### src/rtl/result_display_pkg.sv
// Shared types, segment encodings and helpers for the result_display block.
// Segment vectors are {g,f,e,d,c,b,a}, active-low.
package result_display_pkg;

  typedef enum logic [1:0] {
    StIdle,
    StLoad,
    StShift,
    StDone
  } conv_state_e;

  typedef logic [1:0] digit_idx_t;

  localparam logic [6:0] SEG_BLANK = 7'b1111111;
  localparam logic [6:0] SEG_MINUS = 7'b0111111;

  // Entry [n] holds the pattern for numeral n.
  localparam logic [9:0][6:0] SEG_DIGIT = {
    7'b0010000,  // 9
    7'b0000000,  // 8
    7'b1111000,  // 7
    7'b0000010,  // 6
    7'b0010010,  // 5
    7'b0011001,  // 4
    7'b0110000,  // 3
    7'b0100100,  // 2
    7'b1111001,  // 1
    7'b1000000   // 0
  };

  function automatic logic [6:0] bcd_to_seg(input logic [3:0] digit);
    logic [6:0] pattern;
    pattern = SEG_BLANK;
    if (digit <= 4'd9) begin
      pattern = SEG_DIGIT[digit];
    end
    return pattern;
  endfunction

endpackage

### src/rtl/result_display_bin2bcd_seq.sv
// Multi-cycle double-dabble engine: sign/magnitude split at load, one shift per cycle,
// start/busy/done handshake. Outputs are stable from the done pulse until the next start.
module bin2bcd_seq
  import result_display_pkg::*;
#(
  parameter int unsigned WIDTH = 5
) (
  input  logic             clk,
  input  logic             rst_n,
  input  logic             start,
  input  logic             mode,
  input  logic [WIDTH-1:0] value,
  output logic             busy,
  output logic             done,
  output logic             neg,
  output logic [1:0]       tens,
  output logic [3:0]       ones
);

  conv_state_e      state_q;
  logic             busy_q;
  logic             done_q;
  logic             neg_q;
  logic [1:0]       tens_q;
  logic [3:0]       ones_q;
  logic [WIDTH:0]   shreg_q;
  logic [2:0]       iter_q;

  logic             neg_in;
  logic [WIDTH:0]   ext_in;
  logic [WIDTH:0]   mag_in;
  logic [3:0]       ones_adj;
  logic [1:0]       tens_step;
  logic [3:0]       ones_step;

  // One extra bit so that the most negative input negates to a positive magnitude.
  always_comb begin
    neg_in = mode & value[WIDTH-1];
    ext_in = {value[WIDTH-1], value};
    mag_in = neg_in ? (~ext_in + 1'b1) : {1'b0, value};
  end

  // Tens never exceeds 1 before the final shift, so it needs no add-3 correction.
  always_comb begin
    ones_adj                = (ones_q >= 4'd5) ? (ones_q + 4'd3) : ones_q;
    {tens_step, ones_step}  = {tens_q[0], ones_adj, shreg_q[WIDTH-1]};
  end

  always_ff @(posedge clk or negedge rst_n) begin
    if (!rst_n) begin
      state_q <= StIdle;
      busy_q  <= 1'b0;
      done_q  <= 1'b0;
      neg_q   <= 1'b0;
      tens_q  <= 2'd0;
      ones_q  <= 4'd0;
      shreg_q <= '0;
      iter_q  <= 3'd0;
    end else begin
      case (state_q)
        StIdle: begin
          if (start) begin
            neg_q   <= neg_in;
            shreg_q <= mag_in;
            tens_q  <= 2'd0;
            ones_q  <= 4'd0;
            iter_q  <= 3'd0;
            busy_q  <= 1'b1;
            state_q <= StLoad;
          end
        end
        StLoad: begin
          tens_q  <= tens_step;
          ones_q  <= ones_step;
          shreg_q <= shreg_q << 1;
          iter_q  <= 3'd1;
          state_q <= StShift;
        end
        StShift: begin
          tens_q  <= tens_step;
          ones_q  <= ones_step;
          shreg_q <= shreg_q << 1;
          iter_q  <= iter_q + 3'd1;
          if (iter_q == 3'(WIDTH - 1)) begin
            done_q  <= 1'b1;
            state_q <= StDone;
          end
        end
        StDone: begin
          done_q  <= 1'b0;
          busy_q  <= 1'b0;
          state_q <= StIdle;
        end
        default: state_q <= StIdle;
      endcase
    end
  end

  assign busy = busy_q;
  assign done = done_q;
  assign neg  = neg_q;
  assign tens = tens_q;
  assign ones = ones_q;

endmodule

### src/rtl/result_display.sv
// Sign/tens/ones display driver for the adder/subtractor result with 3-digit active-low scan.
// Define RESULT_DISPLAY_LZB_EN to blank a zero tens digit.
module result_display
  import result_display_pkg::*;
#(
  parameter int unsigned WIDTH       = 5,
  parameter int unsigned REFRESH_DIV = 50000
) (
  input  logic             clk,
  input  logic             rst_n,
  input  logic [WIDTH-1:0] result,
  input  logic             subtract_mode,
  output logic [6:0]       seg,
  output logic [2:0]       an,
  output logic             busy
);

  localparam int unsigned CntW = (REFRESH_DIV > 1) ? $clog2(REFRESH_DIV) : 1;

  logic [WIDTH:0]   sync1_q;
  logic [WIDTH:0]   sync2_q;
  logic [1:0]       sync_ok_q;
  logic [WIDTH:0]   last_word_q;
  logic             pending_q;
  logic             start;

  logic             eng_busy;
  logic             eng_done;
  logic             eng_neg;
  logic [1:0]       eng_tens;
  logic [3:0]       eng_ones;

  logic             disp_valid_q;
  logic             disp_neg_q;
  logic [1:0]       disp_tens_q;
  logic [3:0]       disp_ones_q;

  logic [CntW-1:0]  cnt_q;
  digit_idx_t       digit_q;
  logic [6:0]       seg_q;
  logic [6:0]       seg_d;
  logic [2:0]       an_q;
  logic [2:0]       an_d;
  logic [6:0]       tens_seg;

  // sync_ok_q keeps the post-reset flop contents out of the change detector until the
  // synchronizer has filled with the live input.
  always_ff @(posedge clk or negedge rst_n) begin
    if (!rst_n) begin
      sync1_q   <= '0;
      sync2_q   <= '0;
      sync_ok_q <= 2'b00;
    end else begin
      sync1_q   <= {subtract_mode, result};
      sync2_q   <= sync1_q;
      sync_ok_q <= {sync_ok_q[0], 1'b1};
    end
  end

  assign start = ~eng_busy & sync_ok_q[1] & (pending_q | (sync2_q != last_word_q));

  always_ff @(posedge clk or negedge rst_n) begin
    if (!rst_n) begin
      last_word_q <= '0;
      pending_q   <= 1'b1;
    end else if (start) begin
      last_word_q <= sync2_q;
      pending_q   <= 1'b0;
    end
  end

  bin2bcd_seq #(
    .WIDTH (WIDTH)
  ) u_bin2bcd (
    .clk   (clk),
    .rst_n (rst_n),
    .start (start),
    .mode  (sync2_q[WIDTH]),
    .value (sync2_q[WIDTH-1:0]),
    .busy  (eng_busy),
    .done  (eng_done),
    .neg   (eng_neg),
    .tens  (eng_tens),
    .ones  (eng_ones)
  );

  // Display registers only move on a completed conversion, so a torn value is never shown.
  always_ff @(posedge clk or negedge rst_n) begin
    if (!rst_n) begin
      disp_valid_q <= 1'b0;
      disp_neg_q   <= 1'b0;
      disp_tens_q  <= 2'd0;
      disp_ones_q  <= 4'd0;
    end else if (eng_done) begin
      disp_valid_q <= 1'b1;
      disp_neg_q   <= eng_neg;
      disp_tens_q  <= eng_tens;
      disp_ones_q  <= eng_ones;
    end
  end

  always_comb begin
    tens_seg = bcd_to_seg({2'b00, disp_tens_q});
`ifdef RESULT_DISPLAY_LZB_EN
    if (disp_tens_q == 2'd0) begin
      tens_seg = SEG_BLANK;
    end
`endif
    seg_d = SEG_BLANK;
    an_d  = 3'b111;
    case (digit_q)
      2'd0: begin
        an_d = 3'b110;
        if (disp_valid_q) seg_d = bcd_to_seg(disp_ones_q);
      end
      2'd1: begin
        an_d = 3'b101;
        if (disp_valid_q) seg_d = tens_seg;
      end
      2'd2: begin
        an_d = 3'b011;
        if (disp_neg_q) seg_d = SEG_MINUS;
      end
      default: begin
        an_d  = 3'b111;
        seg_d = SEG_BLANK;
      end
    endcase
  end

  // Outputs are latched at the first cycle of each slot, so content changes only on a slot
  // boundary and seg/an always switch together.
  always_ff @(posedge clk or negedge rst_n) begin
    if (!rst_n) begin
      cnt_q   <= '0;
      digit_q <= 2'd0;
      seg_q   <= SEG_BLANK;
      an_q    <= 3'b111;
    end else begin
      if (cnt_q == CntW'(REFRESH_DIV - 1)) begin
        cnt_q   <= '0;
        digit_q <= (digit_q == 2'd2) ? 2'd0 : (digit_q + 2'd1);
      end else begin
        cnt_q <= cnt_q + CntW'(1);
      end
      if (cnt_q == '0) begin
        seg_q <= seg_d;
        an_q  <= an_d;
      end
    end
  end

  assign seg  = seg_q;
  assign an   = an_q;
  assign busy = eng_busy;

endmodule

### config.mk
export PLATFORM = sky130hd
export DESIGN_NAME = result_display
export DESIGN_NICKNAME = d
export VERILOG_FILES = /design/src/rtl/result_display_pkg.sv /design/src/rtl/result_display_bin2bcd_seq.sv /design/src/rtl/result_display.sv
export SDC_FILE = /design/constraint.sdc
export NUM_CORES = 1
export LEC_CHECK = 0
export ABC_AREA = 1
export BUFFER_PORTS_ARGS = -buffer_cell sky130_fd_sc_hd__buf_4
export CAP_MARGIN = 20
export CORE_MARGIN = 2
export CORE_UTILIZATION = 55
export DETAILED_ROUTE_END_ITERATION = 16
export PLACE_DENSITY_LB_ADDON = 0.05
export SYNTH_ARGS = -nofsm -noshare
export SYNTH_HDL_FRONTEND = slang
export SYNTH_SLANG_ARGS = --single-unit
### constraint.sdc
create_clock -name clk -period 4.1 [get_ports clk]
set_input_delay 0.205 -clock clk [delete_from_list [all_inputs] [get_ports clk]]
set_output_delay 0.205 -clock clk [all_outputs]
set_load 0.1 [all_outputs]
Yosys cells after proc, flatten, opt, wreduce, memory -nomap -nowiden:

Memories as Yosys holds them, arrays and structs flattened.
Index checks and enable logic that the tools add are counted.

* register bits: 76
* ROM bits: 112
* input port bits: 8
* word-level logic and storage cells: 91
* memories: 1

* add/subtract/negate cells: 5
* magnitude comparators: 5
* equality and inequality tests: 10
* muxes and demuxes: 29
* bitwise logic cells: 6
* reduce and logical (&&, ||, !) cells: 14

Memories
* (name not given): words 16, bits a word 7, rd ports 1, clocked after memory_dff 0, wr ports 0, RTL line result_display_pkg.sv:35 `pattern = SEG_DIGIT[digit];`

Operators by type and width (number)
* 2-to-1 mux 7 bit: 7
* case mux 7 bit (3 select lines): 1
* case mux 3 bit (3 select lines): 2
* adder 16 x 1 -> 16 bit (second input constant): 1
* == test 16 bit (second input constant): 1
* logical NOT 16 bit: 1
* 2-to-1 mux 16 bit: 1
* binary-select mux 7 bit (select 2 bit): 1
* AND reduction 2 bit: 6
* 2-to-1 mux 5 bit: 2
* case mux 5 bit (2 select lines): 1
* 2-to-1 mux 2 bit: 4
* 2-to-1 mux 4 bit: 2
* case mux 2 bit (4 select lines): 1
* case mux 4 bit (2 select lines): 1
* == test 2 bit (second input constant): 3
* != test 6 bit: 1
* nonzero test 2 bit: 3
* adder 5 x 1 -> 5 bit (second input constant): 1
* less-than comparator 2 x 5 -> 1 bit (second input constant): 1
* less-than comparator 4 x 5 -> 1 bit (second input constant): 1
* inverter 5 bit: 1
* adder 4 x 2 -> 4 bit (second input constant): 1
* == test 2 x 1 -> 1 bit (second input constant): 2
* other kinds (18): 23

Logic depth before layout (Yosys ltp):

Gate-level depths: netlist of run 1.

* depth in word-level cells: 5
* mapped depth: 10
* gate-level depth less buffers: 10

Modules after synthesis:

Synthesis of run 1 repeated with hierarchy kept, for this count alone.

* cells, all modules: 470
* area total of the unflattened synthesis: 3849.9 sq um

By module, submodules not included
* result_display: times used 1, cells each 333, area an instance 2770.2 sq um
* bin2bcd_seq: times used 1, cells each 137, area an instance 1079.8 sq um

Worst setup path before layout of run 1:

OpenSTA, ideal clock, no wires.

* path kind: register to register
* start: register u_bin2bcd.busy_q, in the netlist u_bin2bcd.busy
* end: register u_bin2bcd.busy_q, in the netlist u_bin2bcd.busy
* arrival time: 1.673 ns
* setup slack: 2.303 ns
* stages on the path, launching flop included: 6
* buffers on the path: 1
* cell sequence: dfrtp_1 -> nor2_1 -> nand3_4 -> buf_12 -> nand3_1 -> nand2_1

* word-level cells in the longest chain between the ends: 5

RTL lines
* start: declaration: RTL line result_display_bin2bcd_seq.sv:21 `logic busy_q;`
* start signal: assignment: RTL line result_display_bin2bcd_seq.sv:52 `busy_q <= 1'b0;`
* start signal: assignment: RTL line result_display_bin2bcd_seq.sv:68 `busy_q <= 1'b1;`
* start signal: assignment: RTL line result_display_bin2bcd_seq.sv:91 `busy_q <= 1'b0;`
* inverter 1 bit: RTL line result_display.sv:60 `assign start = ~eng_busy & sync_ok_q[1] & (pending_q | (sync2_q != last_word_q));`
* bitwise AND 1 bit (2 in a row): RTL line result_display.sv:60
* != test 2 bit (no source line)
* AND reduction 2 bit (no source line)

Every way passes these cells.
A chain may end at the register's enable or synchronous reset.

Worst setup path in the final report of run 1:

* start: register u_bin2bcd.state_q[1]
* end: register u_bin2bcd.ones_q[1], in the netlist u_bin2bcd.ones[1]

* word-level cells in the longest chain between the ends: 4
* elaborated cells on any way between the ends: 8
* those cells by class: eq/ne (3); mux (1); reduce/logical (4)

RTL lines
* start: declaration: RTL line result_display_bin2bcd_seq.sv:20 `conv_state_e state_q;`
* start signal: assignment: RTL line result_display_bin2bcd_seq.sv:51 `state_q <= StIdle;`
* start signal: assignment: RTL line result_display_bin2bcd_seq.sv:69 `state_q <= StLoad;`
* start signal: assignment: RTL line result_display_bin2bcd_seq.sv:77 `state_q <= StShift;`
* == test 2 x 1 -> 1 bit / == test 2 bit (equally long branches): RTL line result_display_bin2bcd_seq.sv:60 `case (state_q)`
* OR reduction 2 bit (no source line)
* nonzero test 2 bit (no source line)
* AND reduction 2 bit (no source line)
* end signal: assignment: RTL line result_display_bin2bcd_seq.sv:74 `ones_q <= ones_step;`
* end signal: assignment: RTL line result_display_bin2bcd_seq.sv:81 `ones_q <= ones_step;`
* end: declaration: RTL line result_display_bin2bcd_seq.sv:25 `logic [3:0] ones_q;`

Several ways; a longest one is shown, not always the timed one.

==> results of run 1 <==
area by class of cell:
class / instances / area, um2 / area share
clock inverter: 4 / 23.8 / 0.00544
clock buffer: 12 / 155 / 0.0355
sequential: 76 / 1920 / 0.439
tap: 96 / 120 / 0.0275
inverter: 63 / 241 / 0.0553
multi-input combinational: 309 / 1720 / 0.393
timing repair buffer: 24 / 195 / 0.0447
state kept, by name, summed over array words and instances (netlist names), 3 cells and up:
register / flops
cnt_q: 16
seg: 7
last_word_q: 6
sync1_q: 6
sync2_q: 6
u_bin2bcd.shreg_q: 5
disp_ones_q: 4
u_bin2bcd.ones: 4
an: 3
u_bin2bcd.iter_q: 3
per-stage QoR:
stage / setup WS [ps] / total power [mW] / instance area (um2) / utilization / hold WS (ps)
global placement: 2180 / 1.64 / 4130 / 0.601 / 314
CTS: 2060 / 2.19 / 4370 / 0.636 / 24.0
floorplan: 2300 / 1.54 / 3950 / - / -90.6
finish: 2040 / 2.17 / 4370 / 0.636 / -43.8
detailed placement: 2070 / 1.67 / 4130 / 0.601 / 315
global route: 1840 / 2.34 / 4370 / 0.636 / 87.6
where the power goes:
group / internal (mW) / leakage, nW / total [mW] / switching, mW
logic: 0.227 / 1.11 / 0.710 / 0.482
registers: 0.857 / 0.952 / 0.947 / 0.0900
clock network: 0.251 / 0.0961 / 0.514 / 0.263
worst max-delay path, cell delays in order, from the launching register on:
cell and delay, ps:
dfrtp_1 390, inv_1 90, ha_1 570, nand2_1 500, nand2_2 310, nand2_1 80, nand2_1 60
cell usage after synthesis, types with 3 or more instances:
| library cell | count |
|---|---|
| dfrtp_1 | 65 |
| nand3_2 | 12 |
| nand2_2 | 3 |
| nand2_4 | 3 |
| dfstp_2 | 11 |
| nor2_4 | 4 |
| xor2_1 | 10 |
| nor3_1 | 5 |
| inv_2 | 7 |
| nor2_1 | 38 |
| o21ai_0 | 32 |
| nand3_1 | 26 |
| nor2_2 | 3 |
| o21ai_1 | 3 |
| clkbuf_1 | 3 |
| ha_1 | 17 |
| nand2_1 | 119 |
| inv_1 | 55 |
| nand4_1 | 3 |
| a21oi_1 | 11 |
logic make-up (layout without fill, tap and decap cells):
logic type	after synthesis	after routing	share of synthesized area
other	1	1	0.000949
flip-flops	76	76	0.485
adder cells (fa/ha/maj)	17	17	0.0538
AO/OA/AOI/OAI	55	55	0.0754
XOR/XNOR	12	12	0.0266
buffers and inverters	71	103	0.0811
AND/OR/NAND/NOR	224	224	0.277
layer usage:
metal | track usage | vias to the layer above | routed length [um] | part of all wire
li1 | - | 1496 | - | -
met1 | 0.245 | 1335 | 3230 | 0.48
met2 | 0.336 | 50 | 3240 | 0.48
met3 | 0.0448 | 6 | 187 | 0.028
met4 | 0.0579 | 0 | 84 | 0.012
met5 | 0 | - | 0 | 0
final timing paths:
kind	from	end	slack, ps	depth (start not counted)
setup / recovery	u_bin2bcd.state_q[1]$_DFFE_PN0P_	u_bin2bcd.ones[1]$_DFFE_PN0P_	2040	6
hold / removal	rst_n	cnt_q[5]$_DFF_PN0_	-40	1
setup reg to reg	u_bin2bcd.state_q[1]$_DFFE_PN0P_	u_bin2bcd.ones[1]$_DFFE_PN0P_	2040	6
hold reg to reg	sync1_q[1]$_DFF_PN0_	sync2_q[1]$_DFF_PN0_	350	0
max in group asynchronous	rst_n	sync1_q[2]$_DFF_PN0_	3500	1
min in group clk	sync1_q[1]$_DFF_PN0_	sync2_q[1]$_DFF_PN0_	350	0
==> results.sh, run 1 <==
export IMPL_status="complete, but fails checks"
export IMPL_violations="hold timing"
export IMPL_fillers=610
export IMPL_dieArea_um2=7880
export IMPL_drv_cap=0
export IMPL_cts_resized=0
export IMPL_wl_um=6740
export IMPL_nets=508
export IMPL_stdcell_count=584
export IMPL_leakagePower_nw=2.16
export IMPL_cts_root_buf="clkbuf_8"
export IMPL_synth_ff_type="dfrtp_1"
export IMPL_start_kind="register"
export IMPL_synthArstFlopShare=1.00
export IMPL_die_w_um=88.8
export IMPL_grt_pass1_vias=2714
export IMPL_rsz0062_at_grt="false"
export IMPL_syn2layout_area_growth_pct=10.5
export IMPL_grt_pass1_wl_um=11900
export IMPL_htreeDepth=3
export IMPL_syn_num_nets=481
export IMPL_slew_violations=0
export IMPL_synthTopCellsByArea="dfrtp_1, nand2_1, dfstp_2"
export IMPL_grt_overflow=0
export IMPL_final_setup_tns_ps=0
export IMPL_dp_hpwl_um=4730
export IMPL_cts_tree="built"
export IMPL_drc=0
export IMPL_ys_seq_elements=76
export IMPL_drt_iter0_drc=125
export IMPL_critPathMaxFanout=16
export IMPL_yosys_warnings=0
export IMPL_dr_pass1_iters=4
export IMPL_synth_seq_area_share=0.485
export IMPL_whs_ps=-43.8
export IMPL_drive_above_1_share=0.178
export IMPL_setup_violations=0
export IMPL_cts_buffer_depth=2
export IMPL_vias=2887
export IMPL_powerDensity_nw_per_um2=497
export IMPL_clock_latency_ps=340
export IMPL_final_antenna_net_count=0
export IMPL_num_antenna_cells=0
export IMPL_worst_clock_skew_ps=12.8
export IMPL_synth_edf_count=0
export IMPL_max_freq_ghz=0.485
export IMPL_cts_clk_slew_worst_paths_ps=80
export IMPL_start_util=0.575
export IMPL_ys_types=38
export IMPL_peakVddDrop_v=0.000544
export IMPL_grt_start_max_net_pins=77
export IMPL_wl_per_cell_um=11.5
export IMPL_final_cell_mix="nand2_1, dfrtp_1, inv_1"
export IMPL_hold_viol_final=14
export IMPL_cts_made_buffers=9
export IMPL_postCtsHoldBufs=6
export IMPL_hold_path_class="primary input to asynchronous set/reset pin"
export IMPL_endpoint_kind="register"
export IMPL_tightest_slew_ps=921
export IMPL_post_route_period_util=0.502
export IMPL_antenna_found_initial=0
export IMPL_dp_cells=562
export IMPL_cts_sinks=76
export IMPL_post_route_min_period_ps=2060
export IMPL_syn_area_per_cell_um2=8.67
export IMPL_required_ps=4380
export IMPL_core_area_um2=6870
export IMPL_via_per_inst=4.94
export IMPL_rows=30
export IMPL_io_pins=19
export IMPL_critPathKind="register to register"
export IMPL_slew_headroom=0.386
export IMPL_finalWeightedCongestion=0.815
export IMPL_synth_top_cell_area_share=0.412
export IMPL_syn_area_um2=3950
export IMPL_synth_top_area_cell="dfrtp_1"
export IMPL_fp_dieH_um=88.8
export IMPL_port_buffers=18
export IMPL_post_cts_buffers=0
export IMPL_grt_usage=0.195
export IMPL_layout_commonest_cell="nand2_1"
export IMPL_syn_inst=456
export IMPL_arrival_ps=2340
Note: power is estimated with default switching activity, not from simulation.
==> run 2: changes to the inputs <==
clock period = 1.9 ns   (was 4.1 ns; I/O delays follow)
==> run 2 against run 1 <==
  * The flow now finishes without violations
  * Largest power group unchanged
  * Clock skew down 5.7 ps
  * Routed wire length up 0.76%
  * Critical path depth is 2 higher
  * Critical path type unchanged
  * Critical endpoint is now u_bin2bcd.shreg_q[2]$_DFFE_PN0P_
==> results.sh, run 2 (same netlist as run 1, synthesis figures left out) <==
export IMPL_crit_top_cell="nand2_1"
export IMPL_cts_root_buf="clkbuf_8"
export IMPL_setup_violations=0
export IMPL_drt_iter0_drc=125
export IMPL_arrival_ps=1780
export IMPL_required_ps=2130
export IMPL_status="complete, no violations"
export IMPL_worst_clock_skew_ps=7.07
export IMPL_dieArea_um2=7880
export IMPL_grt_pass1_wl_um=11900
export IMPL_powerDensity_nw_per_um2=1180
export IMPL_peakVddDrop_v=0.000875
export IMPL_die_w_um=88.8
export IMPL_fp_dieH_um=88.8
export IMPL_cts_buffer_depth=2
export IMPL_slew_violations=0
export IMPL_post_cts_buffers=0
export IMPL_finalWeightedCongestion=0.842
export IMPL_dr_pass1_iters=4
export IMPL_rsz0062_at_grt="false"
export IMPL_post_route_period_util=0.815
export IMPL_nets=514
export IMPL_cts_made_buffers=9
export IMPL_via_per_inst=4.85
export IMPL_grtUsageMet1=0.244
export IMPL_grt_pass1_vias=2756
export IMPL_cts_clk_slew_worst_paths_ps=80
export IMPL_start_util=0.575
export IMPL_path_cells="inv_1, ha_1, inv_1, nand2_1, buf_4, nand2_2, nand2_1, nand2_1"
export IMPL_cts_sinks=76
export IMPL_endpoint_kind="register"
export IMPL_grt_overflow=0
export IMPL_drc=0
export IMPL_port_buffers=18
export IMPL_final_setup_tns_ps=0
export IMPL_dp_hpwl_um=4900
export IMPL_busiest_layer="met2"
export IMPL_wl_per_cell_um=11.5
export IMPL_grtUsageMet3=0.0317
export IMPL_hold_path_class="primary input to asynchronous set/reset pin"
export IMPL_regMostFlops="cnt_q"
export IMPL_max_freq_ghz=0.646
export IMPL_io_pins=19
export IMPL_cpMaxStageDelayCell="dfrtp_1"
export IMPL_core_area_um2=6870
export IMPL_grt_use_met2=0.333
export IMPL_grt_start_max_net_pins=42
export IMPL_num_antenna_cells=0
export IMPL_htreeDepth=3
export IMPL_tightest_slew_ps=514
export IMPL_dp_cells=567
export IMPL_stdcell_count=590
export IMPL_antenna_found_initial=0
export IMPL_crit_buf_inv=3
export IMPL_post_route_min_period_ps=1550
export IMPL_syn2layout_area_growth_pct=14.4
export IMPL_cpPeakStageDelay_ps=420
export IMPL_layout_commonest_cell="nand2_1"
export IMPL_critPathKind="register to register"
export IMPL_rows=30
export IMPL_cts_resized=0
export IMPL_vias=2864
export IMPL_start_kind="register"
export IMPL_cts_tree="built"
export IMPL_clock_latency_ps=340
export IMPL_largest_register_ffs=16
export IMPL_leakagePower_nw=2.23
export IMPL_critical_path_top_delay_family="flip-flops"
export IMPL_drive_above_1_share=0.188
export IMPL_final_antenna_net_count=0
export IMPL_final_cell_mix="nand2_1, dfrtp_1, inv_1"
export IMPL_total_power_mw=5.33
export IMPL_drv_cap=0
export IMPL_critPathMaxFanout=7
export IMPL_grt_usage=0.194
export IMPL_fillers=591
export IMPL_hold_viol_final=0
export IMPL_wl_um=6790
export IMPL_slew_headroom=0.658
-- run 2: repair_timing --
action,in CTS,in global routing
endpoints found under the hold margin,35,0
hold buffers,7,0
setup endpoints to repair,0,0
-- run 2: layer usage --
metal	part of all wire	wire length (um)
met1	0.47	3180
met2	0.49	3310
met3	0.027	184
met5	0	0
met4	0.017	115
-- run 2: layout make-up --
cell class	instances	area (um2)	share of cell area
clock buffer	10	138	0.0305
clock inverter	6	134	0.0296
inverter	63	241	0.0534
multi-input combinational	309	1720	0.380
sequential	76	1920	0.424
tap	96	120	0.0266
timing repair buffer	30	255	0.0565
-- run 2: stage by stage --
stage	utilization	hold WS, ps	setup slack, ps	area (um2)
final	0.658	267	351	4520
after global routing	0.658	308	190	4520
after CTS	0.658	269	327	4520
after detailed placement	0.608	105	345	4180
after global placement	0.608	106	408	4180
after floorplan	-	-201	103	3950
-- run 2: power breakdown --
part	switching, mW	leakage [nW]	internal (mW)	total, mW
logic	1.07	1.14	0.572	1.64
registers	0.195	0.952	1.85	2.04
clock network	0.599	0.137	1.04	1.64
-- run 2: worst paths after layout --
path,cells past startpoint,slack [ps],to,start
min in group clk,0,350,sync2_q[4]$_DFF_PN0_,sync1_q[4]$_DFF_PN0_
min,2,270,cnt_q[5]$_DFF_PN0_,rst_n
max reg2reg,8,350,u_bin2bcd.shreg_q[2]$_DFFE_PN0P_,u_bin2bcd.state_q[1]$_DFFE_PN0P_
max,8,350,u_bin2bcd.shreg_q[2]$_DFFE_PN0P_,u_bin2bcd.state_q[1]$_DFFE_PN0P_
max in group asynchronous,3,1030,pending_q$_DFFE_PN1P_,rst_n
min reg2reg,0,350,sync2_q[4]$_DFF_PN0_,sync1_q[4]$_DFF_PN0_
-- run 2: worst reg2reg max path, cell delays in order, from the launching register on --
cell     delay, ps
dfrtp_1        420
inv_1          110
ha_1           310
inv_1           90
nand2_1         90
buf_4          170
nand2_2        120
nand2_1         90
nand2_1         50
